--- config.mk ---
export PLATFORM = sky130hd
export DESIGN_NAME = usb_auth_responder
export DESIGN_NICKNAME = d
export VERILOG_FILES = /design/src/rtl/usb_auth_responder_pkg.sv /design/src/rtl/usb_auth_resp_builder.sv /design/src/rtl/usb_auth_responder.sv
export SDC_FILE = /design/constraint.sdc
export NUM_CORES = 1
export LEC_CHECK = 0
export BUFFER_PORTS_ARGS = -buffer_cell sky130_fd_sc_hd__buf_2
export CORE_ASPECT_RATIO = 1.4
export CORE_MARGIN = 5
export CORE_UTILIZATION = 49
export CTS_CLUSTER_DIAMETER = 50
export DETAILED_ROUTE_END_ITERATION = 10
export GPL_ROUTABILITY_DRIVEN = 1
export HOLD_SLACK_MARGIN = 0.03
export PLACE_DENSITY = 0.74
export SETUP_SLACK_MARGIN = 0.3
export SLEW_MARGIN = 5
export SYNTH_ARGS = -nofsm -noshare
export SYNTH_HDL_FRONTEND = slang
export SYNTH_SLANG_ARGS = --single-unit
export TNS_END_PERCENT = 5
--- constraint.sdc ---
create_clock -name clk -period 5.5 [get_ports clk]
set_clock_uncertainty 0.2 [all_clocks]
set_input_delay 1.1 -clock clk [delete_from_list [all_inputs] [get_ports clk]]
set_output_delay 1.1 -clock clk [all_outputs]
set_load 0.02 [all_outputs]
--- src/rtl/usb_auth_responder_pkg.sv ---
// Shared constants for the USB Type-C authentication responder: message field
// layout, protocol/request/response codes and the responder FSM encoding.
package usb_auth_responder_pkg;

  localparam int MSG_LEN_DEFAULT = 64;

  localparam int VER_LSB  = 0;
  localparam int TYPE_LSB = 8;
  localparam int P1_LSB   = 16;
  localparam int P2_LSB   = 24;
  localparam int PAY_LSB  = 32;

  localparam logic [7:0] PROTO_VER = 8'h01;

  localparam logic [7:0] REQ_GET_DIGESTS     = 8'h81;
  localparam logic [7:0] REQ_GET_CERTIFICATE = 8'h82;
  localparam logic [7:0] REQ_CHALLENGE       = 8'h83;

  localparam logic [7:0] RESP_DIGESTS        = 8'h01;
  localparam logic [7:0] RESP_CERTIFICATE    = 8'h02;
  localparam logic [7:0] RESP_CHALLENGE_AUTH = 8'h03;
  localparam logic [7:0] RESP_ERROR          = 8'h7F;

  localparam logic [7:0] ERR_INVALID_REQUEST = 8'h01;

  typedef enum logic [2:0] {
    ST_IDLE,
    ST_WAIT_MSG,
    ST_PROCESS,
    ST_SEND,
    ST_ERASE
  } auth_state_e;

  typedef enum logic {
    CH_PD,
    CH_DEBUG
  } auth_chan_e;

  function automatic logic is_valid_request(input logic [7:0] code);
    return (code == REQ_GET_DIGESTS) || (code == REQ_GET_CERTIFICATE) ||
           (code == REQ_CHALLENGE);
  endfunction

endpackage

--- src/rtl/usb_auth_resp_builder.sv ---
// Combinational response builder: maps a latched request and the code the
// transport announced onto a DIGESTS / CERTIFICATE / CHALLENGE_AUTH / ERROR message.
module usb_auth_resp_builder
  import usb_auth_responder_pkg::*;
#(
  parameter int          MSG_LEN       = MSG_LEN_DEFAULT,
  parameter logic [31:0] DIGEST_VAL    = 32'h0D16_E57A,
  parameter logic [31:0] CHALLENGE_KEY = 32'hA5C3_5A3C
) (
  input  logic [MSG_LEN-1:0] req_i,
  input  logic [7:0]         exp_code_i,
  output logic [MSG_LEN-1:0] resp_o
);

  logic [7:0]  req_ver;
  logic [7:0]  req_type;
  logic [7:0]  req_p1;
  logic [7:0]  req_p2;
  logic [31:0] req_pay;
  logic        req_ok;

  assign req_ver  = req_i[VER_LSB  +: 8];
  assign req_type = req_i[TYPE_LSB +: 8];
  assign req_p1   = req_i[P1_LSB   +: 8];
  assign req_p2   = req_i[P2_LSB   +: 8];
  assign req_pay  = req_i[PAY_LSB  +: 32];

  assign req_ok = (req_ver == PROTO_VER) && (req_type == exp_code_i) &&
                  is_valid_request(req_type);

  // Start from the error frame; a valid request overwrites the type-specific fields.
  always_comb begin
    resp_o                  = '0;
    resp_o[VER_LSB  +: 8]   = PROTO_VER;
    resp_o[TYPE_LSB +: 8]   = RESP_ERROR;
    resp_o[P1_LSB   +: 8]   = ERR_INVALID_REQUEST;
    if (req_ok) begin
      case (req_type)
        REQ_GET_DIGESTS: begin
          resp_o[TYPE_LSB +: 8]  = RESP_DIGESTS;
          resp_o[P1_LSB   +: 8]  = req_p1;
          resp_o[P2_LSB   +: 8]  = 8'h01;
          resp_o[PAY_LSB  +: 32] = DIGEST_VAL;
        end
        REQ_GET_CERTIFICATE: begin
          resp_o[TYPE_LSB +: 8]  = RESP_CERTIFICATE;
          resp_o[P1_LSB   +: 8]  = req_p1;
          resp_o[P2_LSB   +: 8]  = req_p2;
          resp_o[PAY_LSB  +: 32] = req_pay;
        end
        REQ_CHALLENGE: begin
          resp_o[TYPE_LSB +: 8]  = RESP_CHALLENGE_AUTH;
          resp_o[P1_LSB   +: 8]  = req_p1;
          resp_o[P2_LSB   +: 8]  = 8'h01;
          resp_o[PAY_LSB  +: 32] = req_pay ^ CHALLENGE_KEY;
        end
        default: ;
      endcase
    end
  end

endmodule

--- src/rtl/usb_auth_responder.sv ---
// USB Type-C authentication responder serving PD (priority) and DEBUG transports.
// Optional AUTH_ACK_TIMEOUT_EN drops an unacknowledged response after TIMEOUT_CYCLES.
module usb_auth_responder
  import usb_auth_responder_pkg::*;
#(
  parameter int          MSG_LEN        = MSG_LEN_DEFAULT,
  parameter logic [31:0] DIGEST_VAL     = 32'h0D16_E57A,
  parameter logic [31:0] CHALLENGE_KEY  = 32'hA5C3_5A3C,
  parameter int          TIMEOUT_CYCLES = 256
) (
  input  logic               clk,
  input  logic               reset,
  input  logic [7:0]         pending_auth_request_PD,
  input  logic [7:0]         pending_auth_request_DEBUG,
  input  logic               PD_msg_ready,
  input  logic               DEBUG_msg_ready,
  input  logic [MSG_LEN-1:0] auth_msg_in,
  input  logic               Ack_in,
  output logic [MSG_LEN-1:0] auth_msg_out,
  output logic               auth_msg_ready,
  output logic               PD_out_ready,
  output logic               DEBUG_out_ready,
  output logic               pending_auth_request_PD_erase,
  output logic               pending_auth_request_DEBUG_erase
);

  if (MSG_LEN < 64 || TIMEOUT_CYCLES < 1) begin : g_bad_cfg
    $error("usb_auth_responder: MSG_LEN must be >= 64 and TIMEOUT_CYCLES >= 1");
  end

  // Handshake: a response is offered while auth_msg_ready is 1 and is consumed
  // on the first rising edge where Ack_in is also 1; Ack_in is ignored otherwise.
  auth_state_e        state_q, state_d;
  auth_chan_e         chan_q, chan_d;
  logic [7:0]         exp_code_q, exp_code_d;
  logic [MSG_LEN-1:0] req_q, req_d;
  logic [MSG_LEN-1:0] msg_out_q, msg_out_d;
  logic               ready_q, ready_d;
  logic               pd_rdy_q, pd_rdy_d;
  logic               dbg_rdy_q, dbg_rdy_d;
  logic               pd_erase_q, pd_erase_d;
  logic               dbg_erase_q, dbg_erase_d;

  logic [MSG_LEN-1:0] resp;
  logic [7:0]         sel_pending;
  logic               sel_msg_ready;
  logic               leave_send;

  usb_auth_resp_builder #(
    .MSG_LEN       (MSG_LEN),
    .DIGEST_VAL    (DIGEST_VAL),
    .CHALLENGE_KEY (CHALLENGE_KEY)
  ) u_builder (
    .req_i      (req_q),
    .exp_code_i (exp_code_q),
    .resp_o     (resp)
  );

  assign sel_pending   = (chan_q == CH_PD) ? pending_auth_request_PD : pending_auth_request_DEBUG;
  assign sel_msg_ready = (chan_q == CH_PD) ? PD_msg_ready : DEBUG_msg_ready;

`ifdef AUTH_ACK_TIMEOUT_EN
  localparam int CNT_W = (TIMEOUT_CYCLES > 1) ? $clog2(TIMEOUT_CYCLES) : 1;

  logic [CNT_W-1:0] ack_cnt_q, ack_cnt_d;
  logic             ack_timeout;

  // Counts cycles the response has been visible; the last one is TIMEOUT_CYCLES-1.
  assign ack_timeout = (ack_cnt_q == CNT_W'(TIMEOUT_CYCLES - 1));
  assign leave_send  = Ack_in | ack_timeout;

  always_comb begin
    ack_cnt_d = '0;
    if (state_q == ST_SEND && ready_q && !leave_send) begin
      ack_cnt_d = ack_cnt_q + 1'b1;
    end
  end

  always_ff @(posedge clk or posedge reset) begin
    if (reset) ack_cnt_q <= '0;
    else       ack_cnt_q <= ack_cnt_d;
  end
`else
  assign leave_send = Ack_in;
`endif

  always_comb begin
    state_d     = state_q;
    chan_d      = chan_q;
    exp_code_d  = exp_code_q;
    req_d       = req_q;
    msg_out_d   = msg_out_q;
    ready_d     = ready_q;
    pd_erase_d  = 1'b0;
    dbg_erase_d = 1'b0;
    case (state_q)
      ST_IDLE: begin
        if (pending_auth_request_PD != 8'h00) begin
          chan_d     = CH_PD;
          exp_code_d = pending_auth_request_PD;
          state_d    = ST_WAIT_MSG;
        end else if (pending_auth_request_DEBUG != 8'h00) begin
          chan_d     = CH_DEBUG;
          exp_code_d = pending_auth_request_DEBUG;
          state_d    = ST_WAIT_MSG;
        end
      end
      ST_WAIT_MSG: begin
        if (sel_pending == 8'h00) begin
          state_d = ST_IDLE;
        end else if (sel_msg_ready) begin
          req_d   = auth_msg_in;
          state_d = ST_PROCESS;
        end
      end
      ST_PROCESS: begin
        msg_out_d = resp;
        state_d   = ST_SEND;
      end
      ST_SEND: begin
        // First SEND cycle raises ready; only a visible offer can be acknowledged.
        if (!ready_q) begin
          ready_d = 1'b1;
        end else if (leave_send) begin
          ready_d     = 1'b0;
          msg_out_d   = '0;
          pd_erase_d  = (chan_q == CH_PD);
          dbg_erase_d = (chan_q == CH_DEBUG);
          state_d     = ST_ERASE;
        end
      end
      ST_ERASE: state_d = ST_IDLE;
      default:  state_d = ST_IDLE;
    endcase
    pd_rdy_d  = ready_d && (chan_d == CH_PD);
    dbg_rdy_d = ready_d && (chan_d == CH_DEBUG);
  end

  always_ff @(posedge clk or posedge reset) begin
    if (reset) begin
      state_q     <= ST_IDLE;
      chan_q      <= CH_PD;
      exp_code_q  <= 8'h00;
      req_q       <= '0;
      msg_out_q   <= '0;
      ready_q     <= 1'b0;
      pd_rdy_q    <= 1'b0;
      dbg_rdy_q   <= 1'b0;
      pd_erase_q  <= 1'b0;
      dbg_erase_q <= 1'b0;
    end else begin
      state_q     <= state_d;
      chan_q      <= chan_d;
      exp_code_q  <= exp_code_d;
      req_q       <= req_d;
      msg_out_q   <= msg_out_d;
      ready_q     <= ready_d;
      pd_rdy_q    <= pd_rdy_d;
      dbg_rdy_q   <= dbg_rdy_d;
      pd_erase_q  <= pd_erase_d;
      dbg_erase_q <= dbg_erase_d;
    end
  end

  assign auth_msg_out                     = msg_out_q;
  assign auth_msg_ready                   = ready_q;
  assign PD_out_ready                     = pd_rdy_q;
  assign DEBUG_out_ready                  = dbg_rdy_q;
  assign pending_auth_request_PD_erase    = pd_erase_q;
  assign pending_auth_request_DEBUG_erase = dbg_erase_q;

endmodule

==> results.json, run 1 <==
{
  "grt_overflow": 0,
  "drt_iter0_drc": 163,
  "path_class": "in -> reg",
  "relSlewSlack": 0.234,
  "initial_core_util": 0.496,
  "rows": 47,
  "io_pins": 154,
  "peakVddDrop_mv": 0.473,
  "cts_sinks": 133,
  "finalWeightedCongestion": 0.806,
  "cts.htree.levels": 4,
  "antenna_found_initial": 1,
  "synth-edff-count": 0,
  "die-width_um": 102,
  "hpwl_um": 8970,
  "max_freq_mhz": 299,
  "post_drt_wl_per_cell_um": 17.0,
  "yosysUniqueCellTypes": 43,
  "hp-class": "reg -> reg",
  "syn_area_um2": 5830,
  "hold_viol_final": 0,
  "setup_viol": 0,
  "vias_per_cell": 5.16,
  "vias": 4005,
  "cts_buffers": 17,
  "critPathMaxFanout": 65,
  "cts_setup_buffers": 0,
  "outcome": "finished clean",
  "tightest_slew_ns": 1.15,
  "drive_above_1_share": 0.401,
  "syn2layout_area_growth_pct": 23.4,
  "grt_pass1_vias": 4298,
  "grt_use_total": 0.194,
  "antennaDiodeCount": 0,
  "ys.flop_type": "dfrtp_1",
  "ys_seq_area_frac": 0.571,
  "rsz0062_at_grt": "no",
  "drtAntennaViolNets": 0,
  "clk_latency_ns": 0.41,
  "p_per_area_nw_per_um2": 572,
  "start_kind": "primary input",
  "root_buffer": "clkbuf_16",
  "required_ns": 5.59,
  "drc_errors": 0,
  "maxCapViolations": 0,
  "fin_nets": 702,
  "coreArea_um2": 11800,
  "grt_pass1_wl_um": 21700,
  "syn_inst": 481,
  "power.static_leakage_nw": 3.73,
  "finalInstanceArea_um2": 7200,
  "yosysWarnings": 0,
  "fin_crit_sh": 0.608,
  "drtPass1Iterations": 4,
  "postCtsHoldBufs": 0,
  "io_buffers": 145,
  "syn_area_per_cell_um2": 12.1,
  "postPlaceCellArea_um2": 6570,
  "period_needed_ns": 3.35,
  "crit_path_end_kind": "flop",
  "wl_um": 13200,
  "async_flop_share": 1.00,
  "path_clk_slew_ns": 0.06,
  "synth-seq-cells": 133,
  "fp.dieArea_um2": 14200,
  "drv_slew": 0,
  "cp.arrival_ns": 3.43,
  "die_y_um": 139,
  "final.setup.tns_ns": 0,
  "cts_buffer_depth": 2,
  "grt_max_degree": 90,
  "cts_tree": "done",
  "cts_resized": 0
}
## per-layer routing
layer,share of wire,track usage,wire length [um]
met2,0.52,0.327,6860
met5,0.00098,0,13
met3,0.060,0.0594,798
met1,0.40,0.237,5290
met4,0.019,0.0594,248
## kinds of logic after synthesis
kind of cell / synth area share
AOI/OAI and AO/OA: 0.0712
muxes: 0.169
and+or+nand+nor: 0.0995
other: 0.000643
xor gates and xnor gates: 0.0360
buffers and inverters: 0.0532
DFF: 0.571
## placed cells by master (no fill, tap or decap), drive strengths merged, types with 2 or more instances in the layout
cell / instances
a21oi: 10
o21ai: 40
a22o: 4
buf: 148
clkinvlp: 2
nand2: 72
mux2: 64
inv: 20
mux2i: 8
and2: 4
dfrtp: 133
o31ai: 10
nor2b: 3
xnor2: 9
xor2: 15
nor4: 8
nor3b: 3
nand4: 7
bufinv: 4
clkbuf: 19
clkinv: 5
nor2: 16
a21o: 2
conb: 8
## registers in the layout, indices dropped and copies added, names as in the netlist
name,count
chan_q,1
pending_auth_request_DEBUG_erase,1
req_q,64
pending_auth_request_PD_erase,1
PD_out_ready,1
DEBUG_out_ready,1
exp_code_q,8
auth_msg_out,52
auth_msg_ready,1
state_q,3
## per-stage QoR
| stage | worst slack, ns | hold slack (ns) | std cells | utilization | total power [mW] |
|---|---|---|---|---|---|
| after floorplan | 0.646 | 0.272 | 488 | - | 2.67 |
| after global placement | 1.85 | 0.257 | 745 | 0.559 | 2.87 |
| after detailed placement | 1.73 | 0.266 | 745 | 0.559 | 2.92 |
| after CTS | 2.16 | 0.279 | 776 | 0.612 | 4.15 |
| after global routing | 1.87 | 0.291 | 776 | 0.612 | 4.35 |
| final | 2.15 | 0.272 | 776 | 0.612 | 4.12 |
## final timing paths
path | start | depth (start not counted) | endpoint | slack, ns
max | pending_auth_request_DEBUG[4] | 6 | req_q[59]$_DFFE_PP0P_ | 2.15
min | auth_msg_out[21]$_DFFE_PP0P_ | 2 | auth_msg_out[21]$_DFFE_PP0P_ | 0.27
max reg2reg | req_q[8]$_DFFE_PP0P_ | 4 | auth_msg_out[60]$_DFFE_PP0P_ | 2.27
min reg2reg | auth_msg_out[21]$_DFFE_PP0P_ | 2 | auth_msg_out[21]$_DFFE_PP0P_ | 0.27
max in group asynchronous | reset | 3 | req_q[42]$_DFFE_PP0P_ | 3.34
min in group asynchronous | reset | 2 | req_q[19]$_DFFE_PP0P_ | 0.64
## report_power, final
| part | leakage (nW) | total (mW) | internal [mW] | switching [mW] |
|---|---|---|---|---|
| Combinational | 1.75 | 1.34 | 0.723 | 0.614 |
| Clock | 0.305 | 1.21 | 0.781 | 0.425 |
| Sequential | 1.68 | 1.57 | 1.30 | 0.271 |
| Total | 3.73 | 4.12 | 2.81 | 1.31 |
## critical path, stage by stage
cell	delay, ns
buf_2	0.11
nor4_1	0.58
a211oi_2	0.18
a21oi_4	0.14
buf_4	0.86
mux2_2	0.42
## final cells by class
cell class | count | area, um^2
Fill cell | 956 | 4560
Inverter | 19 | 76.3
Sequential cell | 133 | 3330
Multi-Input combinational cell | 298 | 2230
Tap cell | 147 | 184
Clock inverter | 12 | 176
Timing Repair Buffer | 148 | 748
Clock buffer | 19 | 453
## cells in the mapped netlist (6+ instances only)
library cell / count / area share
dfrtp_1: 133 / 0.57
nand2_1: 72 / 0.046
mux2_4: 49 / 0.13
o21ai_0: 40 / 0.034
inv_1: 19 / 0.012
nor2_1: 16 / 0.010
mux2_2: 15 / 0.029
xor2_1: 15 / 0.023
buf_4: 12 / 0.015
clkbuf_1: 11 / 0.0071
a21oi_1: 10 / 0.0086
o31ai_1: 10 / 0.013
xnor2_1: 9 / 0.014
mux2i_1: 8 / 0.014
nand4_1: 7 / 0.0075
buf_6: 6 / 0.012
nor4_1: 6 / 0.0064
No activity file was read; power rests on OpenSTA's default activity.
==> run 2: changes to the inputs <==
--- a/config.mk
+++ b/config.mk
@@ -8,12 +8,12 @@
 export BUFFER_PORTS_ARGS = -buffer_cell sky130_fd_sc_hd__buf_2
 export CORE_ASPECT_RATIO = 1.4
 export CORE_MARGIN = 5
-export CORE_UTILIZATION = 49
+export CORE_UTILIZATION = 48
 export CTS_CLUSTER_DIAMETER = 50
 export DETAILED_ROUTE_END_ITERATION = 10
 export GPL_ROUTABILITY_DRIVEN = 1
 export HOLD_SLACK_MARGIN = 0.03
-export PLACE_DENSITY = 0.74
+export PLACE_DENSITY = 0.76
 export SETUP_SLACK_MARGIN = 0.3
 export SLEW_MARGIN = 5
 export SYNTH_ARGS = -nofsm -noshare
==> constraint.sdc (replaced) <==
create_clock -name clk -period 2.9 [get_ports clk]
set_clock_uncertainty 0.2 [all_clocks]
set_input_delay 0.58 -clock clk [delete_from_list [all_inputs] [get_ports clk]]
set_output_delay 0.58 -clock clk [all_outputs]
set_load 0.02 [all_outputs]
==> run 2 against run 1 <==
  * Register-to-register slack got worse by 1.5 ns
  * Total power rose by 95%
  * Clock power rose by 95%
==> results.json, run 2 (same netlist as run 1, synthesis figures left out) <==
{
  "fp.dieArea_um2": 14500,
  "place_inst": 755,
  "vias_per_cell": 5.18,
  "critPathMaxFanout": 31,
  "antenna_found_initial": 0,
  "vias": 4084,
  "clk_latency_ns": 0.41,
  "worst_slack_ns": 0.724,
  "coreArea_um2": 11900,
  "cts_resized": 0,
  "peakVddDrop_mv": 0.660,
  "io_buffers": 145,
  "post-route-util": 0.618,
  "setup_viol": 0,
  "hold_ws_ns": 0.107,
  "relSlewSlack": 0.501,
  "cts_buffer_depth": 2,
  "wl_um": 13800,
  "fin_nets": 713,
  "place_ws_ns": 0.311,
  "grt_overflow": 0,
  "fin_crit_sh": 0.750,
  "tightest_slew_ns": 0.749,
  "die_y_um": 140,
  "drtPass1Iterations": 4,
  "die-width_um": 103,
  "max_freq_mhz": 460,
  "p_per_area_nw_per_um2": 1090,
  "grt_max_degree": 134,
  "final.setup.tns_ns": 0,
  "power.static_leakage_nw": 3.80,
  "drc_errors": 0,
  "cts_setup_buffers": 1,
  "root_buffer": "clkbuf_16",
  "path_clk_slew_ns": 0.06,
  "layout_commonest_cell": "buf_2",
  "largest_register_ffs": 64,
  "io_pins": 154,
  "hpwl_um": 9530,
  "total_power_mw": 8.04,
  "hp-class": "in -> async",
  "cts_tree": "done",
  "syn2layout_area_growth_pct": 25.8,
  "drt_iter0_drc": 168,
  "layout.cells.non_filler": 788,
  "drv_slew": 0,
  "rsz0062_at_grt": "no",
  "regMostFlops": "req_q",
  "start_kind": "flop",
  "finalWeightedCongestion": 0.830,
  "cts_buffers": 17,
  "cts.htree.levels": 4,
  "initial_core_util": 0.491,
  "grt_pass1_wl_um": 22300,
  "hold_viol_final": 0,
  "rows": 47,
  "maxCapViolations": 0,
  "outcome": "finished clean",
  "path_class": "reg -> reg",
  "antennaDiodeCount": 0,
  "post_drt_wl_per_cell_um": 17.5,
  "r2r_cells": 5,
  "postPlaceCellArea_um2": 6680,
  "drive_above_1_share": 0.410,
  "grt_pass1_vias": 4402,
  "postCtsHoldBufs": 0,
  "finalInstanceArea_um2": 7340,
  "cp.arrival_ns": 2.29,
  "required_ns": 3.01,
  "crit_path_end_kind": "flop",
  "grt_use_total": 0.199,
  "period_needed_ns": 2.18,
  "cts_sinks": 133,
  "mostFrequentLayoutCells": "buf_2, dfrtp_1, nand2_1",
  "drtAntennaViolNets": 0
}
## run 2: cell types whose count changed in the layout (fill, tap and decap cells not counted), sizes merged
cell and change:
buf +11, bufinv +1, clkbuf -1, clkinv -1, clkinvlp +1, inv +1
## run 2: path summary, 6_finish.rpt
check | start | slack (ns) | to
setup / recovery | req_q[15]$_DFFE_PP0P_ | 0.72 | auth_msg_out[38]$_DFFE_PP0P_
hold / removal | reset | 0.11 | auth_msg_out[22]$_DFFE_PP0P_
setup reg to reg | req_q[15]$_DFFE_PP0P_ | 0.72 | auth_msg_out[38]$_DFFE_PP0P_
hold reg to reg | auth_msg_out[19]$_DFFE_PP0P_ | 0.27 | auth_msg_out[19]$_DFFE_PP0P_
max in group asynchronous | reset | 1.77 | req_q[19]$_DFFE_PP0P_
min in group clk | auth_msg_in[32] | 0.19 | req_q[32]$_DFFE_PP0P_
## run 2: layout make-up
cell class | instances | area [um^2]
Multi-Input combinational cell | 298 | 2230
Clock buffer | 18 | 429
Timing Repair Buffer | 159 | 868
Inverter | 19 | 75.1
Sequential cell | 133 | 3330
Tap cell | 147 | 184
Fill cell | 970 | 4540
Clock inverter | 14 | 223
## run 2: where the power goes
part,switching (mW),internal (mW)
registers,0.428,2.48
logic,1.32,1.45
clock network,0.827,1.54
total,2.57,5.47
## run 2: worst max-delay path, stage by stage (launching register included)
cell and delay (ns):
dfrtp_1 0.42, xor2_1 0.18, nor4_2 0.57, nand4_1 0.15, buf_4 0.26, o31ai_1 0.27
## run 2: metal layers
layer  wire, um  GRT usage
met1       5260      0.230
met2       7290      0.343
met3        819     0.0507
met4        404     0.0839
met5          0          0
==> run 3: changes to the inputs <==
--- a/config.mk
+++ b/config.mk
@@ -5,15 +5,16 @@
 export SDC_FILE = /design/constraint.sdc
 export NUM_CORES = 1
 export LEC_CHECK = 0
+export ABC_AREA = 1
 export BUFFER_PORTS_ARGS = -buffer_cell sky130_fd_sc_hd__buf_2
 export CORE_ASPECT_RATIO = 1.4
 export CORE_MARGIN = 5
-export CORE_UTILIZATION = 48
+export CORE_UTILIZATION = 49
 export CTS_CLUSTER_DIAMETER = 50
 export DETAILED_ROUTE_END_ITERATION = 10
 export GPL_ROUTABILITY_DRIVEN = 1
 export HOLD_SLACK_MARGIN = 0.03
-export PLACE_DENSITY = 0.76
+export PLACE_DENSITY = 0.73
 export SETUP_SLACK_MARGIN = 0.3
 export SLEW_MARGIN = 5
 export SYNTH_ARGS = -nofsm -noshare
==> constraint.sdc (replaced) <==
create_clock -name clk -period 2.2 [get_ports clk]
set_clock_uncertainty 0.2 [all_clocks]
set_input_delay 0.44 -clock clk [delete_from_list [all_inputs] [get_ports clk]]
set_output_delay 0.44 -clock clk [all_outputs]
set_load 0.02 [all_outputs]
==> run 3 against run 2 <==
  * Utilization is 0.31 points higher
  * Total power up 17%
  * Setup slack got worse by 0.32 ns
  * Critical path depth grew 3
  * Sequential power up 28%
  * Clock power increased by 17%
  * Wire length is 12% higher
  * Sequential share of layout area is 3.5 points lower
  * Critical path type unchanged
  * Largest power group unchanged
==> results.json, run 3 <==
{
  "clk_latency_ns": 0.41,
  "cts_tree": "done",
  "synth-adder-area-share": 0,
  "synth_area_leaders": "dfrtp_1, nand2_1, inv_1",
  "fillers": 1186,
  "yosys.area.top_type_share": 0.523,
  "crit_path_end_kind": "flop",
  "vias_per_cell": 4.91,
  "drc_errors": 0,
  "place_inst": 1067,
  "drtAntennaViolNets": 0,
  "hp-class": "in -> reg",
  "drv_slew": 0,
  "synth-seq-cells": 133,
  "drtPass1Iterations": 4,
  "io_pins": 154,
  "start_kind": "flop",
  "p_per_area_nw_per_um2": 1190,
  "syn_inst": 793,
  "layout_commonest_cell": "nand2_1",
  "max_freq_mhz": 557,
  "synth-edff-count": 0,
  "synth_top_cells_by_count": "nand2_1, dfrtp_1, inv_1, o21ai_0, nand3_1",
  "required_ns": 2.35,
  "place_ws_ns": 0.166,
  "ys_seq_area_frac": 0.523,
  "post-route-util": 0.621,
  "cts_buffer_depth": 2,
  "die-width_um": 106,
  "fin_crit_sh": 0.816,
  "coreArea_um2": 12800,
  "fin_nets": 1028,
  "grt_pass1_wl_um": 25100,
  "antenna_found_initial": 1,
  "drive_above_1_share": 0.244,
  "tightest_slew_ns": 0.490,
  "hpwl_um": 10800,
  "finalWeightedCongestion": 0.855,
  "hold_viol_final": 0,
  "vias": 5441,
  "cts_buffers": 17,
  "post_drt_wl_per_cell_um": 14.0,
  "drt_iter0_drc": 327,
  "synth_area_leader_cell": "dfrtp_1",
  "syn_area_per_cell_um2": 8.02,
  "yosysUniqueCellTypes": 28,
  "p_seq_frac": 0.393,
  "syn_area_um2": 6360,
  "outcome": "finished clean",
  "fp.dieArea_um2": 15400,
  "cts.htree.levels": 4,
  "synth_top_family_by_area": "simple AND/OR/NAND/NOR gates",
  "grt_overflow": 0,
  "path_clk_slew_ns": 0.06,
  "pwr-share-clk": 0.292,
  "synth_xor_area_frac": 0.00275,
  "rows": 49,
  "regMostFlops": "req_q",
  "wl_um": 15500,
  "layout.cells.non_filler": 1109,
  "p_int_mw": 5.98,
  "yosysWarnings": 0,
  "synth_most_common_cell": "nand2_1",
  "root_buffer": "clkbuf_16",
  "cp.arrival_ns": 1.94,
  "initial_core_util": 0.496,
  "p_sw_frac": 0.366,
  "peakVddDrop_mv": 0.632,
  "ys.flop_type": "dfrtp_1",
  "grt_max_degree": 56,
  "power.static_leakage_nw": 4.54,
  "p_comb_frac": 0.315,
  "synthMuxAreaShare": 0,
  "path_class": "reg -> reg",
  "relSlewSlack": 0.671,
  "worst_slack_ns": 0.405,
  "async_flop_share": 1.00,
  "die_y_um": 145,
  "largest_register_ffs": 64,
  "cts_sinks": 133,
  "rsz0062_at_grt": "yes",
  "setup_viol": 0,
  "io_buffers": 145,
  "grt_use_total": 0.206,
  "mostFrequentLayoutCells": "nand2_1, buf_2, dfrtp_1",
  "synth-compound-area-share": 0.0862,
  "maxCapViolations": 0,
  "syn2layout_area_growth_pct": 25.1,
  "period_needed_ns": 1.79,
  "synth-simple-area-share": 0.267,
  "grt_pass1_vias": 5338,
  "critPathMaxFanout": 24,
  "switchingPower_mw": 3.45
}
-- run 3: changes by cell type after synthesis, sizes merged, moves of 19 or more --
cell   previous run  this run
nand2            72       251
inv              19       129
mux2             64         0
o21ai            40        90
nand3             1        45
nor2             16        44
nand4             7        26
-- run 3: worst max-delay path: stages, from the launching register on --
cell,delay (ns)
dfrtp_1,0.40
inv_1,0.08
nand2_1,0.12
nor2_8,0.17
nand3_4,0.15
nand2_4,0.12
buf_4,0.28
nand4_1,0.13
nand2_1,0.08
-- run 3: area by class of cell --
class | count | area [um^2] | area share
Inverter | 129 | 488 | 0.0613
Clock buffer | 23 | 478 | 0.0601
Multi-Input combinational cell | 493 | 2330 | 0.293
Sequential cell | 133 | 3330 | 0.419
Antenna cell | 1 | 2.50 | 0.000314
Clock inverter | 8 | 100 | 0.0126
Timing Repair Buffer | 169 | 1030 | 0.130
Tap cell | 153 | 191 | 0.0241
-- run 3: metrics by stage --
step | cell area, um^2 | hold slack [ns] | total power, mW | TNS, ns
after floorplan | 6390 | 0.253 | 5.75 | -12.13
after global placement | 7230 | 0.253 | 6.50 | 0
after detailed placement | 7230 | 0.260 | 6.58 | 0
after CTS | 7870 | 0.0569 | 9.39 | 0
after global routing | 7960 | 0.0571 | 10.1 | 0
final | 7960 | 0.0668 | 9.43 | 0
-- run 3: cells by family (layout without fill, tap and decap cells) --
| logic type | Yosys count | in the layout |
|---|---|---|
| AO/OA/AOI/OAI | 101 | 101 |
| buffers and inverters | 175 | 329 |
| other | 1 | 9 |
| XOR/XNOR | 2 | 2 |
| flip-flops | 133 | 133 |
| AND/OR/NAND/NOR | 381 | 382 |
-- run 3: power by group through the flow --
stage / sequential (mW) / combinational (mW) / clock (mW)
after floorplan: 3.66 / 2.09 / 0
after global placement: 3.69 / 2.81 / 0
after detailed placement: 3.72 / 2.86 / 0
after CTS: 3.69 / 2.90 / 2.80
after global routing: 3.80 / 3.40 / 2.92
final: 3.71 / 2.97 / 2.76
-- run 3: metal layers --
metal  global-route usage  part of all wire  routed length [um]
met4               0.0846             0.026                 400
met5                    0                 0                   0
met1                0.239              0.38                5930
met3               0.0431             0.049                 764
met2                0.369              0.54                8380
-- run 3: worst paths after layout --
check	startpoint	endpoint	slack [ns]	cells after the start
min in group asynchronous	reset	auth_msg_out[27]$_DFFE_PP0P_	0.55	4
max in group asynchronous	reset	req_q[9]$_DFFE_PP0P_	0.91	4
setup / recovery	req_q[13]$_DFFE_PP0P_	auth_msg_out[62]$_DFFE_PP0P_	0.41	8
setup reg to reg	req_q[13]$_DFFE_PP0P_	auth_msg_out[62]$_DFFE_PP0P_	0.41	8
hold / removal	auth_msg_in[7]	req_q[7]$_DFFE_PP0P_	0.07	3
hold reg to reg	auth_msg_out[52]$_DFFE_PP0P_	auth_msg_out[52]$_DFFE_PP0P_	0.27	2
-- run 3: what timing repair did --
item                       CTS  global route
hold endpoints to repair    94             0
cloned                       0             2
gates resized for setup      0            12
setup endpoints to repair   43           104
pin swaps                    2             3
buffers inserted             5             2
hold buffers                 1             0
